**config.mk**
```make
export PLATFORM = sky130hd
export DESIGN_NAME = onehot_decoder_pipe
export DESIGN_NICKNAME = d
export VERILOG_FILES = /design/src/rtl/onehot_dec_pkg.sv /design/src/rtl/onehot_dec_core.sv /design/src/rtl/onehot_decoder_pipe.sv
export SDC_FILE = /design/constraint.sdc
export NUM_CORES = 1
export LEC_CHECK = 0
export CORE_UTILIZATION = 35
export DETAILED_ROUTE_END_ITERATION = 12
export GPL_ROUTABILITY_DRIVEN = 0
export SYNTH_ARGS = -nofsm -noshare
export SYNTH_HDL_FRONTEND = slang
export SYNTH_SLANG_ARGS = --single-unit
export TNS_END_PERCENT = 10
```
**constraint.sdc**
```tcl
create_clock -name clk -period 2.8 [get_ports clk]
set_clock_uncertainty 0.15 [all_clocks]
set_input_delay 0.7 -clock clk [delete_from_list [all_inputs] [get_ports clk]]
set_output_delay 0.7 -clock clk [all_outputs]
set_load 0.03 [all_outputs]
```
**src/rtl/onehot_dec_pkg.sv**
```systemverilog
// Shared types and helpers for the one-hot decoder pipeline.
// Supports index widths up to 8 bits (MAX_OUT one-hot lanes).
package onehot_dec_pkg;

   typedef enum logic [1:0] {
      IDLE,
      OUT,
      SWEEP,
      GAP
   } dec_state_t;

   localparam int unsigned MAX_OUT = 256;
   localparam int unsigned DWELL_W = 8;

   function automatic int unsigned clog2(input int unsigned v);
      int unsigned r;
      r = 0;
      for (int unsigned i = 0; i < 32; i++) begin
         if ((64'd1 << i) < 64'(v)) r = i + 1;
      end
      return r;
   endfunction

   // Indices at or above n produce an all-zero vector.
   function automatic logic [MAX_OUT-1:0] idx2onehot(input int unsigned idx, input int unsigned n);
      logic [MAX_OUT-1:0] res;
      res = '0;
      if (idx < n) res[idx[7:0]] = 1'b1;
      return res;
   endfunction

endpackage

```
**src/rtl/onehot_dec_core.sv**
```systemverilog
// Combinational IN_W -> NUM_OUT one-hot decode with an in-range flag.
module onehot_dec_core
   import onehot_dec_pkg::*;
#(
   parameter int unsigned IN_W    = 3,
   parameter int unsigned NUM_OUT = 1 << IN_W
) (
   input  logic [IN_W-1:0]    idx,
   output logic [NUM_OUT-1:0] onehot,
   output logic               in_range
);

   always_comb begin
      onehot   = NUM_OUT'(idx2onehot(32'(idx), NUM_OUT));
      in_range = (32'(idx) < NUM_OUT);
   end

endmodule

```
**src/rtl/onehot_decoder_pipe.sv**
```systemverilog
// Registered binary-to-one-hot decoder with direct and sweep modes, valid/ready on both sides.
// Optional macro ONEHOT_DEC_RANGE_CHECK_EN builds the sticky out-of-range err flag.
module onehot_decoder_pipe
   import onehot_dec_pkg::*;
#(
   parameter int unsigned IN_W    = 3,
   parameter int unsigned NUM_OUT = 1 << IN_W,
   parameter int unsigned DWELL   = 0
) (
   input  logic               clk,
   input  logic               rst_n,
   input  logic               in_valid,
   output logic               in_ready,
   input  logic [IN_W-1:0]    in_idx,
   input  logic               in_sweep,
   input  logic               flush,
   output logic               out_valid,
   input  logic               out_ready,
   output logic [NUM_OUT-1:0] out_onehot,
   output logic [IN_W-1:0]    out_idx,
   output logic               out_last,
   output logic               err
);

   localparam int unsigned STEP_W = clog2(NUM_OUT + 1);

   dec_state_t          state_q, state_d;
   logic [NUM_OUT-1:0]  onehot_q, onehot_d;
   logic [IN_W-1:0]     idx_q, idx_d, idx_inc, core_idx;
   logic                last_q, last_d;
   logic [STEP_W-1:0]   step_q, step_d, step_inc;
   logic [DWELL_W-1:0]  dwell_q, dwell_d;
   logic [NUM_OUT-1:0]  dec_onehot, first_onehot;
   logic                dec_in_range;
   logic                acc, hs;

   // One decoder serves both the incoming index and the next sweep position.
   onehot_dec_core #(
      .IN_W    (IN_W),
      .NUM_OUT (NUM_OUT)
   ) u_core (
      .idx      (core_idx),
      .onehot   (dec_onehot),
      .in_range (dec_in_range)
   );

   always_ff @(posedge clk or negedge rst_n) begin
      if (!rst_n) begin
         state_q  <= IDLE;
         onehot_q <= '0;
         idx_q    <= '0;
         last_q   <= 1'b0;
         step_q   <= '0;
         dwell_q  <= '0;
      end else begin
         state_q  <= state_d;
         onehot_q <= onehot_d;
         idx_q    <= idx_d;
         last_q   <= last_d;
         step_q   <= step_d;
         dwell_q  <= dwell_d;
      end
   end

   always_comb begin
      state_d      = state_q;
      onehot_d     = onehot_q;
      idx_d        = idx_q;
      last_d       = last_q;
      step_d       = step_q;
      dwell_d      = dwell_q;
      first_onehot = '0;
      first_onehot[0] = 1'b1;

      idx_inc  = (idx_q == IN_W'(NUM_OUT - 1)) ? '0 : idx_q + 1'b1;
      step_inc = step_q + 1'b1;
      core_idx = (state_q == SWEEP) ? idx_inc : in_idx;

      out_valid = ((state_q == OUT) || (state_q == SWEEP)) && !flush;
      case (state_q)
         IDLE:    in_ready = 1'b1;
         OUT:     in_ready = out_ready;
         default: in_ready = 1'b0;
      endcase
      in_ready = in_ready && !flush && rst_n;

      acc = in_valid && in_ready;
      hs  = out_valid && out_ready;

      if (flush) begin
         state_d = IDLE;
         dwell_d = '0;
      end else begin
         case (state_q)
            IDLE, OUT: begin
               if (acc) begin
                  step_d  = '0;
                  dwell_d = '0;
                  if (in_sweep) begin
                     state_d  = SWEEP;
                     last_d   = 1'b0;
                     idx_d    = dec_in_range ? in_idx : '0;
                     onehot_d = dec_in_range ? dec_onehot : first_onehot;
                  end else begin
                     state_d  = OUT;
                     last_d   = 1'b1;
                     idx_d    = in_idx;
                     onehot_d = dec_onehot;
                  end
               end else if (state_q == OUT && hs) begin
                  state_d = IDLE;
               end
            end
            SWEEP: begin
               if (hs) begin
                  if (last_q) begin
                     state_d = IDLE;
                  end else begin
                     step_d   = step_inc;
                     idx_d    = idx_inc;
                     onehot_d = dec_onehot;
                     last_d   = (step_inc == STEP_W'(NUM_OUT - 1));
                     dwell_d  = '0;
                     if (DWELL > 0) state_d = GAP;
                  end
               end
            end
            GAP: begin
               if (dwell_q == DWELL_W'(DWELL - 1)) begin
                  state_d = SWEEP;
                  dwell_d = '0;
               end else begin
                  dwell_d = dwell_q + 1'b1;
               end
            end
            default: state_d = IDLE;
         endcase
      end
   end

   assign out_onehot = onehot_q;
   assign out_idx    = idx_q;
   assign out_last   = last_q;

`ifdef ONEHOT_DEC_RANGE_CHECK_EN
   logic err_q;

   always_ff @(posedge clk or negedge rst_n) begin
      if (!rst_n)                    err_q <= 1'b0;
      else if (flush)                err_q <= 1'b0;
      else if (acc && !dec_in_range) err_q <= 1'b1;
   end

   assign err = err_q;
`else
   assign err = 1'b0;
`endif

endmodule
```
=== After elaboration in Yosys (flattened, before gate mapping) ===
Cells that the tools add are included.

* Bits in registers: 26
* Output and inout port bits: 15

* Add/sub/neg operators: 3
* Magnitude comparators: 2
* Equality and inequality tests: 15
* Multiplexer cells: 36
* Bitwise logic cells: 1
* Reductions and logical operators: 16

{| class="wikitable"
|+ Operators with widths
! operator !! number
|-
| $mux 8 || 8
|-
| $pmux 8 s3 || 1
|-
| $pmux 8 s2 || 1
|-
| $mux 3 || 5
|-
| $ne 3x3->1 const B || 5
|-
| $mux 2 || 7
|-
| $mux 4 || 3
|-
| $lt 3x9->1 const B || 1
|-
| $add 8x1->8 const B || 1
|-
| $eq 8x8->1 const B || 1
|-
| $pmux 4 s2 || 1
|-
| $reduce_and 4->1 || 2
|-
| $logic_and 1x1->1 || 7
|-
| $ne 2x2->1 const B || 3
|-
| $pmux 2 s3 || 1
|-
| $pmux 3 s2 || 1
|-
| $mux 1 || 5
|-
| $reduce_and 5->1 || 1
|-
| $add 4x1->4 const B || 1
|-
| $eq 2x2->1 const B || 2
|-
| $eq 4x3->1 const B || 1
|-
| $ne 4x4->1 const B || 1
|-
| $pmux 1 s2 || 2
|-
| $add 3x1->3 const B || 1
|-
| other kinds (11) || 11
|}

=== Longest topological paths before layout ===
* Depth in word-level cells: 10
* Mapped depth: 7
* Mapped depth without buffers: 6

=== Hierarchy ===
Synthesis repeated with hierarchy kept, for this count alone.

* Cells, all modules: 188
* Area total of the unflattened synthesis: 1,780.5 µm²

{| class="wikitable"
|+ Modules (own cells, without submodules)
! module !! times used !! cells an instance !! area an instance (µm²) !! seq. area each (µm²)
|-
| onehot_decoder_pipe || 1 || 178 || 1,704.1 || 650.6
|-
| onehot_dec_core || 1 || 10 || 76.3 || 0.0
|}

=== Least setup slack after synthesis ===
OpenSTA, ideal clock, no wires.

* Path type: input -> output
* Start point: input flush
* End point: output in_ready
* Data arrival time: 1.598 ns
* Data required time: 1.950 ns
* Setup slack: 0.352 ns
* Cell stages on the path: 2
* Path buffers: 1
* Cells stage by stage: buf_4 > nor3b_1

* Word-level cells in the longest chain between the ends: 3

{| class="wikitable"
|+ RTL lines
! element !! line !! RTL
|-
| from (decl) || onehot_decoder_pipe.sv:16 || <nowiki>input logic flush,</nowiki>
|-
| $logic_not 1->1 || onehot_decoder_pipe.sv:85 || <nowiki>in_ready = in_ready && !flush && rst_n;</nowiki>
|-
| $logic_and 1x1->1 (2 in a row) || onehot_decoder_pipe.sv:85 ||
|-
| to (decl) || onehot_decoder_pipe.sv:13 || <nowiki>output logic in_ready,</nowiki>
|}

Every way passes these cells.

=== Worst setup path after layout ===
* Start point: input out_ready
* End point: output in_ready

* Word-level cells in the longest chain between the ends: 3

{| class="wikitable"
|+ RTL lines
! element !! line !! RTL
|-
| from (decl) || onehot_decoder_pipe.sv:18 || <nowiki>input logic out_ready,</nowiki>
|-
| $pmux 1 s2 || onehot_decoder_pipe.sv:80 || <nowiki>case (state_q)</nowiki>
|-
| $logic_and 1x1->1 (2 in a row) || onehot_decoder_pipe.sv:85 ||
|}

Every way passes these cells.

==> out/metrics.cfg <==
[run_status]
status=finished with violations
violations=DRC

[worst_setup_path]
crit_path_end_kind=output pin
cp.required_ps=1950
crit_type=primary input to output pin
worstPathMaxFanout=4
startpoint_type=primary input
arrival_ps=1760

[final_layout]
drive_gt1_frac=0.172
diodes=0
layout.nets=206
syn_to_final_growth_pct=18.5
stdcell_area_um2=1980

[routing]
dr_total_vias=1305
drc_errors=1
drt_pre_antenna_iters=9
vias_per_cell=5.48
routedWlPerCell_um=14.6
wirelength_um=3480
drt_iter0_markers=136
drtAntennaViolNets=0

[timing]
drv_slew=0
fin_crit_sh=0.932
setup_tns_ps=0
relSlewSlack=0.623
tightest_slew_ps=565
rsz0062_at_grt=false
fmax_mhz=383
hold_viol=0
setup_violations=0
period_minus_slack_ps=2610

[yosys]
netlist_area_um2=1670
ys_seq_area_frac=0.389
synth_ff_type=dfrtp_1
synth_cell_type_count=50
syn_area_per_cell_um2=10.3
syn_nets=180
synth_warnings=0
synth_edf_count=0
synthCells=162
ys_seq_elements=26
async_flop_share=1.00

[global_routing]
grt_use_total=0.152
grt_pass1_wl_um=6180
antenna_found_initial=0
grt_pass1_vias=1340
grt_max_degree=19
grt_overflow_total=0

[floorplan]
dieArea_um2=5060
start_util=0.374
die_x_um=71.1
rows=24
core-area_um2=4470
ios=24
fp.dieH_um=71.1

[power_and_ir_drop]
leakage_nw=0.892
ir_drop_uv=515
power.density_nw_per_um2=811

[clock_network]
cts-root-buf=clkbuf_8
cts_setup_buffers=0
insertion_delay_ps=270
cts_tree=yes
cts_max_path_buffers=2
cts_resized=0
htree_levels=1
cts_buffers=3
clkTransAtPathRegs_ps=80
clock_sinks=26
ctsHoldBuffers=0

[place]
io_buffers=22
hpwl_um=2600
placed_cell_area_um2=1940

[min_path]
hp-class=flip-flop to flip-flop

[flow_run]
maxCapViolCount=0

==> metrics by stage <==
| stage | instances | hold slack [ps] | worst slack, ps | util | power [mW] |
|---|---|---|---|---|---|
| finish | 238 | 370 | 191 | 0.443 | 1.61 |
| global route | 238 | 392 | 114 | 0.443 | 1.74 |
| CTS | 238 | 374 | 198 | 0.443 | 1.62 |
| detailed placement | 235 | 344 | 119 | 0.434 | 1.40 |
| global placement | 235 | 345 | 140 | 0.434 | 1.39 |
| floorplan | 162 | 254 | 352 | - | 1.14 |
==> synthesized netlist by cell type (2+ instances only) <==
cell type	instances	area, um^2
buf_6	2	22.5
nand2_1	6	22.5
o21ai_0	4	20.0
a21oi_1	6	30.0
a32o_1	5	50.1
ha_1	9	113
o21ai_1	2	10.0
mux2i_1	4	40.0
a31oi_1	2	12.5
o31ai_1	4	30.0
o2bb2ai_1	2	17.5
inv_1	5	18.8
and3_1	3	18.8
buf_4	3	22.5
nand2b_1	2	12.5
o41ai_1	2	17.5
a211o_1	3	26.3
dfrtp_1	26	651
nor2_1	19	71.3
nand3_1	9	45.0
mux2_2	14	158
and3b_1	2	17.5
==> layout by cell type (no fill, tap or decap), types with 3 or more instances in the layout <==
cell type        instances
buf_4                    7
o21ai_0                  4
clkbuf_8                 3
nor2_1                  19
mux2_2                  14
a211o_1                  3
nand2_1                  6
a21oi_1                  6
a32o_1                   5
clkdlybuf4s50_1         20
mux2i_1                  4
and3_1                   3
inv_1                    5
o31ai_1                  4
nand3_1                  9
dfrtp_1                 26
ha_1                     9
==> worst paths after layout <==
kind                               start  slack, ps             to  cells after the start
max in group asynchronous          rst_n       1530  out_onehot[2]                      2
min in group asynchronous          rst_n        720      step_q[2]                      2
setup reg to reg              state_q[0]        590  out_onehot[1]                      7
hold / removal             out_onehot[2]        370  out_onehot[2]                      1
setup / recovery               out_ready        190       in_ready                      4
hold reg to reg            out_onehot[2]        370  out_onehot[2]                      1
==> where the power goes <==
group | switching [mW] | total [mW] | internal, mW
sequential | 0.0764 | 0.541 | 0.465
clock | 0.112 | 0.208 | 0.0963
combinational | 0.481 | 0.858 | 0.377
==> logic make-up (layout without fill, tap and decap cells) <==
group	count (synthesis)	count (layout)	share of synthesized area
compound gates	41	41	0.193
xor+xnor	1	1	0.00524
fa+ha+maj	9	9	0.0673
buf+inv	12	36	0.0434
flops	26	26	0.389
mux	18	18	0.118
other cells	1	1	0.00224
simple gates	54	54	0.182
==> routing by layer <==
metal | global-route usage | part of all wire
met1 | 0.229 | 0.54
met2 | 0.229 | 0.43
met3 | 0.0256 | 0.029
met4 | 0.0333 | 0.0072
met5 | 0 | 0
==> cell type report <==
class / instances / area, um^2
well taps: 52 / 65.1
flip-flops and latches: 26 / 651
repair buffers: 27 / 253
fillers: 418 / 2490
multi-input cells: 124 / 950
inverters: 6 / 22.5
clock buffers: 3 / 41.3
==> flip-flops by register name (all words and copies together) (netlist names) <==
register    count
dwell_q         8
state_q         2
out_onehot      8
out_last        1
step_q          4
out_idx         3
==> critical path, stage by stage <==
cell and delay [ps]:
clkdlybuf4s50_1 540, a21oi_1 100, nor3b_1 220, buf_4 200
Note: power is estimated with default switching activity, not from simulation.
